`src/rtl/rf_writeback_unit.sv`:
```
// Write-back stage feeding the register file's single write port.
// Merges a fixed-priority memory-load path with a valid/ready ALU path that
// is backed by a small holding FIFO, drops writes to R0, and flags pending
// writes against two read addresses for hazard detection.
//
// Handshake: an ALU write transfers on a rising Clk edge where
// Alu_Valid && Alu_Ready. Alu_Ready depends only on the current FIFO count,
// never on Alu_Valid. Once Alu_Valid is raised, the producer holds Alu_Awr and
// Alu_Data stable until the transfer. The memory path has no ready signal:
// every cycle with Mem_Valid=1 is one write.
module rf_writeback_unit #(
  parameter int DATA_W    = 32,
  parameter int ADDR_W    = 5,
  parameter int BUF_DEPTH = 2
) (
  input  logic                         Clk,
  input  logic                         Reset_n,
  input  logic                         Alu_Valid,
  output logic                         Alu_Ready,
  input  logic [ADDR_W-1:0]            Alu_Awr,
  input  logic [DATA_W-1:0]            Alu_Data,
  input  logic                         Mem_Valid,
  input  logic [ADDR_W-1:0]            Mem_Awr,
  input  logic [DATA_W-1:0]            Mem_Data,
  output logic [ADDR_W-1:0]            Awr,
  output logic [DATA_W-1:0]            Din,
  output logic                         WrEn,
  input  logic [ADDR_W-1:0]            Chk_Adr1,
  input  logic [ADDR_W-1:0]            Chk_Adr2,
  output logic                         Busy1,
  output logic                         Busy2,
  output logic [$clog2(BUF_DEPTH):0]   Buf_Count
);

  localparam int PTR_W = $clog2(BUF_DEPTH);
  localparam int CNT_W = PTR_W + 1;

  // Holding FIFO storage and control
  logic [ADDR_W-1:0] buf_adr [BUF_DEPTH];
  logic [DATA_W-1:0] buf_dat [BUF_DEPTH];
  logic [PTR_W-1:0]  wr_ptr;
  logic [PTR_W-1:0]  rd_ptr;
  logic [CNT_W-1:0]  count;

  logic fifo_empty;
  logic alu_acc;
  logic alu_live;
  logic mem_live;
  logic push;
  logic pop;

  logic              sel_en;
  logic [ADDR_W-1:0] sel_adr;
  logic [DATA_W-1:0] sel_dat;

  assign fifo_empty = (count == '0);
  assign Alu_Ready  = (count < CNT_W'(BUF_DEPTH));
  assign alu_acc    = Alu_Valid && Alu_Ready;
  // R0 writes complete their handshake but carry no effect.
  assign alu_live   = alu_acc && (Alu_Awr != '0);
  assign mem_live   = Mem_Valid && (Mem_Awr != '0);
  // Buffered ALU writes drain only when memory is idle.
  assign pop        = !mem_live && !fifo_empty;
  // An ALU write goes to the FIFO whenever it cannot go straight out, which
  // keeps acceptance order and makes a same-cycle ALU write land after Mem.
  assign push       = alu_live && (mem_live || !fifo_empty);
  assign Buf_Count  = count;

  // Select the single write for the next edge: Mem, then FIFO head, then direct ALU
  always_comb begin
    sel_en  = 1'b0;
    sel_adr = Awr;
    sel_dat = Din;
    if (mem_live) begin
      sel_en  = 1'b1;
      sel_adr = Mem_Awr;
      sel_dat = Mem_Data;
    end else if (!fifo_empty) begin
      sel_en  = 1'b1;
      sel_adr = buf_adr[rd_ptr];
      sel_dat = buf_dat[rd_ptr];
    end else if (alu_live) begin
      sel_en  = 1'b1;
      sel_adr = Alu_Awr;
      sel_dat = Alu_Data;
    end
  end

  // Registered RF write port; address/data hold while no write is issued
  always_ff @(posedge Clk or negedge Reset_n) begin
    if (!Reset_n) begin
      WrEn <= 1'b0;
      Awr  <= '0;
      Din  <= '0;
    end else begin
      WrEn <= sel_en;
      if (sel_en) begin
        Awr <= sel_adr;
        Din <= sel_dat;
      end
    end
  end

  // FIFO payload storage; contents are meaningless outside the valid window
  always_ff @(posedge Clk) begin
    if (push) begin
      buf_adr[wr_ptr] <= Alu_Awr;
      buf_dat[wr_ptr] <= Alu_Data;
    end
  end

  // FIFO pointers wrap naturally at the power-of-two depth; push+pop keeps count
  always_ff @(posedge Clk or negedge Reset_n) begin
    if (!Reset_n) begin
      wr_ptr <= '0;
      rd_ptr <= '0;
      count  <= '0;
    end else begin
      if (push) wr_ptr <= wr_ptr + 1'b1;
      if (pop)  rd_ptr <= rd_ptr + 1'b1;
      case ({push, pop})
        2'b10:   count <= count + 1'b1;
        2'b01:   count <= count - 1'b1;
        default: count <= count;
      endcase
    end
  end

  // Hazard flags: a read address is busy while any queued or issuing write targets it
  always_comb begin
    logic hit1;
    logic hit2;
    hit1 = WrEn && (Awr == Chk_Adr1);
    hit2 = WrEn && (Awr == Chk_Adr2);
    for (int i = 0; i < BUF_DEPTH; i++) begin
      if (CNT_W'(i) < count) begin
        if (buf_adr[rd_ptr + PTR_W'(i)] == Chk_Adr1) hit1 = 1'b1;
        if (buf_adr[rd_ptr + PTR_W'(i)] == Chk_Adr2) hit2 = 1'b1;
      end
    end
    Busy1 = hit1 && (Chk_Adr1 != '0);
    Busy2 = hit2 && (Chk_Adr2 != '0);
  end

endmodule
```
`config.mk`:
```
export PLATFORM = sky130hd
export DESIGN_NAME = rf_writeback_unit
export DESIGN_NICKNAME = d
export VERILOG_FILES = /design/src/rtl/rf_writeback_unit.sv
export SDC_FILE = /design/constraint.sdc
export NUM_CORES = 1
export LEC_CHECK = 0
export CORE_ASPECT_RATIO = 0.5
export CORE_UTILIZATION = 54
export DETAILED_ROUTE_END_ITERATION = 10
export GPL_TIMING_DRIVEN = 0
export PLACE_DENSITY = 0.86
export SETUP_SLACK_MARGIN = 0.15
export SYNTH_ARGS = -nofsm -noshare
export SYNTH_HDL_FRONTEND = slang
export SYNTH_SLANG_ARGS = --single-unit
```
`constraint.sdc`:
```
create_clock -name Clk -period 7.75 [get_ports Clk]
set_input_delay 0.775 -clock Clk [delete_from_list [all_inputs] [get_ports Clk]]
set_output_delay 0.775 -clock Clk [all_outputs]
set_load 0.02 [all_outputs]
```
== Yosys cells after proc, flatten, opt, wreduce, memory -nomap -nowiden ==
Memory sizes are Yosys's and may differ from the RTL's.
Cells that the tools add are included.

* Bits in registers: 42
* Bits in latches: 0
* Bits in writable memories: 74
* Memory bits (read-only): 0
* Logic and storage cells: 63
* Memories kept: 2

* Add/sub/neg operators: 4
* $mul: 0
* Divide/modulo/power cells: 0
* Order comparisons: 3
* Eq/ne operators: 9
* Shift-type cells: 0
* Multiplexer cells: 20
* Bitwise logic cells: 0
* Reduce and logical (&&, ||, !) cells: 19

{| class="wikitable"
|+ Memories
! memory !! words !! width !! rd ports !! clocked after Yosys merged registers in !! write ports !! line !! source
|-
| buf_dat || 2 || 32 || 1 || 0 || 1 || 40 || <nowiki>logic [DATA_W-1:0] buf_dat [BUF_DEPTH];</nowiki>
|-
| buf_adr || 2 || 5 || 2 || 0 || 1 || 39 || <nowiki>logic [ADDR_W-1:0] buf_adr [BUF_DEPTH];</nowiki>
|}

{| class="wikitable"
|+ Operators by type and width
! operator !! count
|-
| 2-to-1 mux 32 bit || 3
|-
| equality test 5 bit || 6
|-
| nonzero test 5 bit || 4
|-
| 2-to-1 mux 5 bit || 3
|-
| 2-to-1 mux 1 bit || 13
|-
| logical AND 1 bit || 9
|-
| less-than comparator 1 x 2 -> 1 bit, first input constant || 2
|-
| case mux 2 bit (2 select lines) || 1
|-
| inequality test 3 x 1 -> 1 bit, second input constant || 1
|-
| adder 1 bit, second input constant || 2
|-
| adder 2 x 1 -> 2 bit, second input constant || 1
|-
| equality test 2 x 1 -> 1 bit, second input constant || 1
|-
| equality test 2 bit, second input constant || 1
|-
| logical NOT 1 bit || 2
|-
| logical NOT 2 bit || 1
|-
| less-than comparator 2 bit, second input constant || 1
|-
| AND reduction 2 bit || 1
|-
| nonzero test 2 bit || 1
|-
| subtractor 2 x 1 -> 2 bit, second input constant || 1
|-
| logical OR 1 bit || 1
|}

== Longest topological paths before layout ==
* Depth in word-level cells: 7
* Depth in mapped cells: 8
* Gate-level depth less buffers: 6

== Worst setup path after synthesis ==
Ideal clock, no wire load.

* Path type: input port to flip-flop
* From: input port Mem_Awr[2]
* To: memory buf_adr[1][0] (enable)
* Setup time: 431 ps
* Arrival time: 2977 ps
* Required time: 7319 ps
* Path slack: 4342 ps
* Cell stages on the path: 5
* Cell sequence: or2_1 > o41ai_4 > buf_6 > a21o_2 > nor2_1

* Longest elaborated chain between the ends: 6

{| class="wikitable"
|+ Ends and longest elaborated chain
! item !! line !! source
|-
| start, declared || 23 || <nowiki>input logic [ADDR_W-1:0] Mem_Awr,</nowiki>
|-
| nonzero test 5 bit || 61 || <nowiki>assign mem_live = Mem_Valid && (Mem_Awr != '0);</nowiki>
|-
| logical AND 1 bit || 61 ||
|-
| logical OR 1 bit || 66 || <nowiki>assign push = alu_live && (mem_live || !fifo_empty);</nowiki>
|-
| logical AND 1 bit || 66 ||
|-
| 2-to-1 mux 1 bit || 106 || <nowiki>if (push) begin</nowiki>
|-
| 2-to-1 mux 1 bit (implied by the code) || 107 || <nowiki>buf_adr[wr_ptr] <= Alu_Awr;</nowiki>
|-
| end, declared || 39 ||
|}

Every way passes these cells.

== Worst setup path after layout ==
* From: input port Chk_Adr2[1]
* To: output port Busy2

* Longest elaborated chain between the ends: 7
* Elaborated cells between the ends (all ways): 10
* Classes of those cells: 3 x eq/ne; 4 x mux; 3 x reduce/logical

{| class="wikitable"
|+ Ends and longest elaborated chain
! item !! line !! source
|-
| start, declared || 29 || <nowiki>input logic [ADDR_W-1:0] Chk_Adr2,</nowiki>
|-
| equality test 5 bit || 134 || <nowiki>hit2 = WrEn && (Awr == Chk_Adr2);</nowiki>
|-
| logical AND 1 bit || 134 ||
|-
| 2-to-1 mux 1 bit || 138 || <nowiki>if (buf_adr[rd_ptr + PTR_W'(i)] == Chk_Adr2) hit2 = 1'b1;</nowiki>
|-
| 2-to-1 mux 1 bit || 136 || <nowiki>if (CNT_W'(i) < count) begin</nowiki>
|-
| 2-to-1 mux 1 bit || 138 ||
|-
| 2-to-1 mux 1 bit || 136 ||
|-
| logical AND 1 bit (*) || 142 || <nowiki>Busy2 = hit2 && (Chk_Adr2 != '0);</nowiki>
|-
| end, declared || 31 || <nowiki>output logic Busy2,</nowiki>
|}

Mark *: on every way between the ends. The rest lies on a longest branch, timed or not.

==> impl_results.html <==
<table>
<tr><th>Metric</th><th>Value</th></tr>
<tr><th colspan="2">Setup path</th></tr>
<tr><td>Terminus of the critical flop-to-flop path</td><td>Din[24]</td></tr>
<tr><td>Endpoint required time on the critical path</td><td>6.97 ns</td></tr>
<tr><td>Crit. Startpoint</td><td>Chk_Adr2[1]</td></tr>
<tr><td>Reg-to-reg startpoint</td><td>Buf_Count[1]</td></tr>
<tr><td>R2r worst-path depth</td><td>8</td></tr>
<tr><td>Kind of start point of the critical path</td><td>input port</td></tr>
<tr><td>Critical path capture point</td><td>Busy2</td></tr>
<tr><td>Worst Path Class, Setup</td><td>in2out</td></tr>
<tr><td>Reg-to-reg setup timing slack</td><td>between 5 and 6 ns</td></tr>
<tr><td>Largest fanout on the critical path</td><td>4</td></tr>
<tr><td>Category of the worst setup path capture point</td><td>primary output</td></tr>
<tr><td>Crit path DAT</td><td>2.95 ns</td></tr>
<tr><th colspan="2">Detailed routing</th></tr>
<tr><td>Via-to-Cell Ratio</td><td>5.99</td></tr>
<tr><td>Total vias in the final route</td><td>4460</td></tr>
<tr><td>DRC violation total after the first TritonRoute iteration</td><td>581</td></tr>
<tr><td>First-pass detailed-route iteration total</td><td>5</td></tr>
<tr><td>Drt wl/cell</td><td>about 22 µm</td></tr>
<tr><td>Number of nets with antenna violations after detailed routing</td><td>0</td></tr>
<tr><td>Remaining design rule violation count</td><td>0</td></tr>
<tr><td>Total wirelength of the detailed-routed design</td><td>16.5 mm</td></tr>
<tr><th colspan="2">Placed design</th></tr>
<tr><td>Detailed Place HPWL</td><td>between 10 and 15 mm</td></tr>
<tr><td>Routability congestion estimate from global placement</td><td>0.903</td></tr>
<tr><td>Port Buf Inserts</td><td>130</td></tr>
<tr><th colspan="2">Floorplan</th></tr>
<tr><td>Horiz. Die Dim</td><td>144 µm</td></tr>
<tr><td>Core Footprint</td><td>9600 µm²</td></tr>
<tr><td>Initial cell density of the core</td><td>56.6%</td></tr>
<tr><td>Site Rows</td><td>25</td></tr>
<tr><td>I/O pins</td><td>131</td></tr>
<tr><td>Die footprint</td><td>about 10000 µm²</td></tr>
<tr><td>Vertical die dimension</td><td>roughly 73 µm</td></tr>
<tr><th colspan="2">Final layout</th></tr>
<tr><td>Number of antenna repair diodes</td><td>0</td></tr>
<tr><td>Number of nets in the layout</td><td>688</td></tr>
<tr><td>Synthesis-to-finish area growth</td><td>40.2%</td></tr>
<tr><td>Layout cell share with drive strength beyond 1</td><td>12.0%</td></tr>
<tr><th colspan="2">Global route</th></tr>
<tr><td>Maximum number of pins on one net before global-route repair</td><td>31</td></tr>
<tr><td>Number of global-route vias before repair</td><td>4500</td></tr>
<tr><td>First-pass GRT wire length</td><td>roughly 25 mm</td></tr>
<tr><td>Initial antenna violation count</td><td>0</td></tr>
<tr><td>GRT Overall Usage</td><td>33.3%</td></tr>
<tr><td>Aggregate global routing overflow</td><td>0</td></tr>
<tr><th colspan="2">Clock network</th></tr>
<tr><td>Number of H-tree levels</td><td>4</td></tr>
<tr><td>Clock buffer depth</td><td>2</td></tr>
<tr><td># resized after CTS</td><td>0</td></tr>
<tr><td>Library cell used as clock root buffer</td><td>clkbuf_16</td></tr>
<tr><td># hold bufs at CTS</td><td>0</td></tr>
<tr><td>Clock latency reported for the late side of the worst-skew pair</td><td>0.42 ns</td></tr>
<tr><td>Clock edge transition at the registers on the reported setup and hold paths</td><td>0.05 ns</td></tr>
<tr><td>TritonCTS clock tree</td><td>done</td></tr>
<tr><td>Clock buffers created by TritonCTS</td><td>17</td></tr>
<tr><td>Post-CTS setup buffer count</td><td>0</td></tr>
<tr><td>Number of clock sinks</td><td>116</td></tr>
<tr><th colspan="2">STA</th></tr>
<tr><td>Final critical delay including setup and external delays</td><td>3.73 ns</td></tr>
<tr><td>TNS Setup</td><td>0 ns</td></tr>
<tr><td>Final Hold Vio Count</td><td>0</td></tr>
<tr><td>Worst hold-check slack</td><td>0.339 ns</td></tr>
<tr><td>Max-slew violation count</td><td>0</td></tr>
<tr><td>Headroom to the max-slew limit</td><td>~57%</td></tr>
<tr><td>Slew @ Worst Pin</td><td>approximately 0.64 ns</td></tr>
<tr><td>Setup repair after global routing missed its margin</td><td>false</td></tr>
<tr><td># setup viols final</td><td>0</td></tr>
<tr><td>Final setup skew</td><td>roughly 0.011 ns</td></tr>
<tr><td>Portion of the clock cycle consumed by the worst path in the final layout</td><td>48.1%</td></tr>
<tr><td>Achievable clock frequency</td><td>268 MHz</td></tr>
<tr><th colspan="2">Yosys</th></tr>
<tr><td>Most used flip-flop cell after synthesis</td><td>edfxtp_1</td></tr>
<tr><td>Sequential cell area fraction in the yosys report</td><td>roughly 60%</td></tr>
<tr><td>Portion of netlist area occupied by mux cells</td><td>8.06%</td></tr>
<tr><td>Share of the synthesized netlist area taken by xor and xnor gates</td><td>~5.5%</td></tr>
<tr><td>Total nets after synthesis</td><td>between 500 and 600</td></tr>
<tr><td>Synth Area in Adders</td><td>less than 1%</td></tr>
<tr><td>Complex-gate fraction of the synthesized area</td><td>11.1%</td></tr>
<tr><td>Largest family of logic cells by synthesized area</td><td>compound AO/OA/AOI/OAI gates</td></tr>
<tr><td>Number of unique standard cell types used by synthesis</td><td>38</td></tr>
<tr><td>Per-instance average area after synthesis</td><td>12.2 µm²</td></tr>
<tr><td>Post-Synth Simple-Gate Area</td><td>a little over a tenth</td></tr>
<tr><td>Synth Warn #</td><td>0</td></tr>
<tr><td>Share of async-settable or async-resettable flops after synthesis</td><td>36.2%</td></tr>
<tr><td>Flops &amp; latches, synth</td><td>116</td></tr>
<tr><td>Number of enable-type register cells in the synthesized netlist</td><td>74</td></tr>
<tr><td>Total standard cell area after synthesis</td><td>5430 µm²</td></tr>
<tr><td>Synth Instances</td><td>445</td></tr>
<tr><th colspan="2">Run status</th></tr>
<tr><td>Result of the run</td><td>completed</td></tr>
<tr><th colspan="2">Power</th></tr>
<tr><td>Total power per unit cell area</td><td>400 nW/µm²</td></tr>
<tr><td>Cell leakage power</td><td>0.00289 µW</td></tr>
<tr><td>Maximum vdd ir drop</td><td>222 µV</td></tr>
<tr><th colspan="2">Hold path</th></tr>
<tr><td>Type of the most critical hold path</td><td>in2async</td></tr>
<tr><th colspan="2">Job</th></tr>
<tr><td>Maximum capacitance violations</td><td>0</td></tr>
</table>
-- area by class of cell --
cell class	instances	area, µm²
sequential	116	3270
fill	519	1980
multi-input combinational	298	1960
timing repair buffer	133	1360
clock buffer	21	440
clock inverter	11	206
buffer	27	203
tap	135	169
inverter	4	15.0
-- worst max-delay path, stage by stage --
cell,delay [ns]
clkdlybuf4s50_1,0.54
or4_1,0.55
nor2_1,0.18
nor3_1,0.09
a31oi_1,0.16
o41ai_1,0.11
clkdlybuf4s50_1,0.55
-- power breakdown --
group	total (µW)	switching, µW	leakage [µW]	internal (µW)
clock	878	278	0.000314	600
combinational	1210	685	0.00140	522
sequential	965	109	0.00117	856
-- cells in the final DEF (no fill, tap or decap), types with 3 or more instances in the layout --
cell,n
edfxtp_1,74
xnor2_1,25
dfrtp_1,42
a31oi_1,38
o21ai_0,6
buf_2,7
mux2_2,14
nand4_1,4
buf_12,3
bufinv_16,6
clkbuf_1,10
inv_1,3
o21ai_1,9
nand2_1,62
o211ai_1,22
clkbuf_16,17
xor2_1,9
mux2i_1,28
nor2_1,43
clkdlybuf4s50_1,129
nand3_1,14
buf_6,10
ha_1,3
-- cells by family after synthesis --
family,Yosys count
XOR/XNOR,34
AND/OR/NAND/NOR,134
adder cells (fa/ha/maj),3
AO/OA/AOI/OAI,85
flip-flops,116
buffers and inverters,31
multiplexers,42
-- through the flow --
step	utilization (%)	instances	setup slack, ns	instance area [µm²]	total power [µW]
floorplan	-	445	4.34	5430	1650
global placement	71.9	710	2.73	6900	2080
detailed placement	72.6	713	4.06	6970	2120
CTS	79.4	745	4.06	7620	3030
global route	79.4	745	3.95	7620	3150
finish	79.4	745	4.02	7620	3050
-- worst min path at each step --
stage            startpoint           end  slack (ns)  cells after the start
2_1_floorplan        wr_ptr        wr_ptr        0.47                      1
3_3_place_gp         wr_ptr        wr_ptr        0.48                      1
3_5_place_dp   Buf_Count[1]  Buf_Count[1]        0.50                      2
4_1_cts             Reset_n        Din[0]        0.35                      1
5_1_grt             Reset_n        Din[8]        0.37                      1
6_report            Reset_n       Din[10]        0.34                      1
-- Yosys cell counts (9+ instances only) --
library cell | number | area share (%)
dfrtp_1 | 42 | 19
nor2_1 | 45 | 3.1
o211ai_1 | 22 | 3.0
edfxtp_1 | 74 | 41
a31oi_1 | 38 | 4.4
o21ai_1 | 9 | 0.83
xor2_1 | 9 | 1.5
mux2i_1 | 28 | 5.2
nand3_1 | 14 | 1.3
nand2_1 | 62 | 4.3
xnor2_1 | 25 | 4.0
buf_6 | 10 | 2.1
mux2_2 | 14 | 2.9
-- flip-flops by register name (all words and copies together), names as in the netlist --
| name | flops |
|---|---|
| Din | 32 |
| buf_adr | 10 |
| rd_ptr | 1 |
| WrEn | 1 |
| buf_dat | 64 |
| wr_ptr | 1 |
| Buf_Count | 2 |
| Awr | 5 |
-- metal layers --
layer	GRT usage (%)	wire length [µm]	vias up
met1	43.9	6560	2176
li1	-	-	1941
met3	6.96	1460	47
met2	54.2	8050	296
met5	0	0	-
met4	15.0	466	0
No activity file was read; power rests on OpenSTA's default activity.
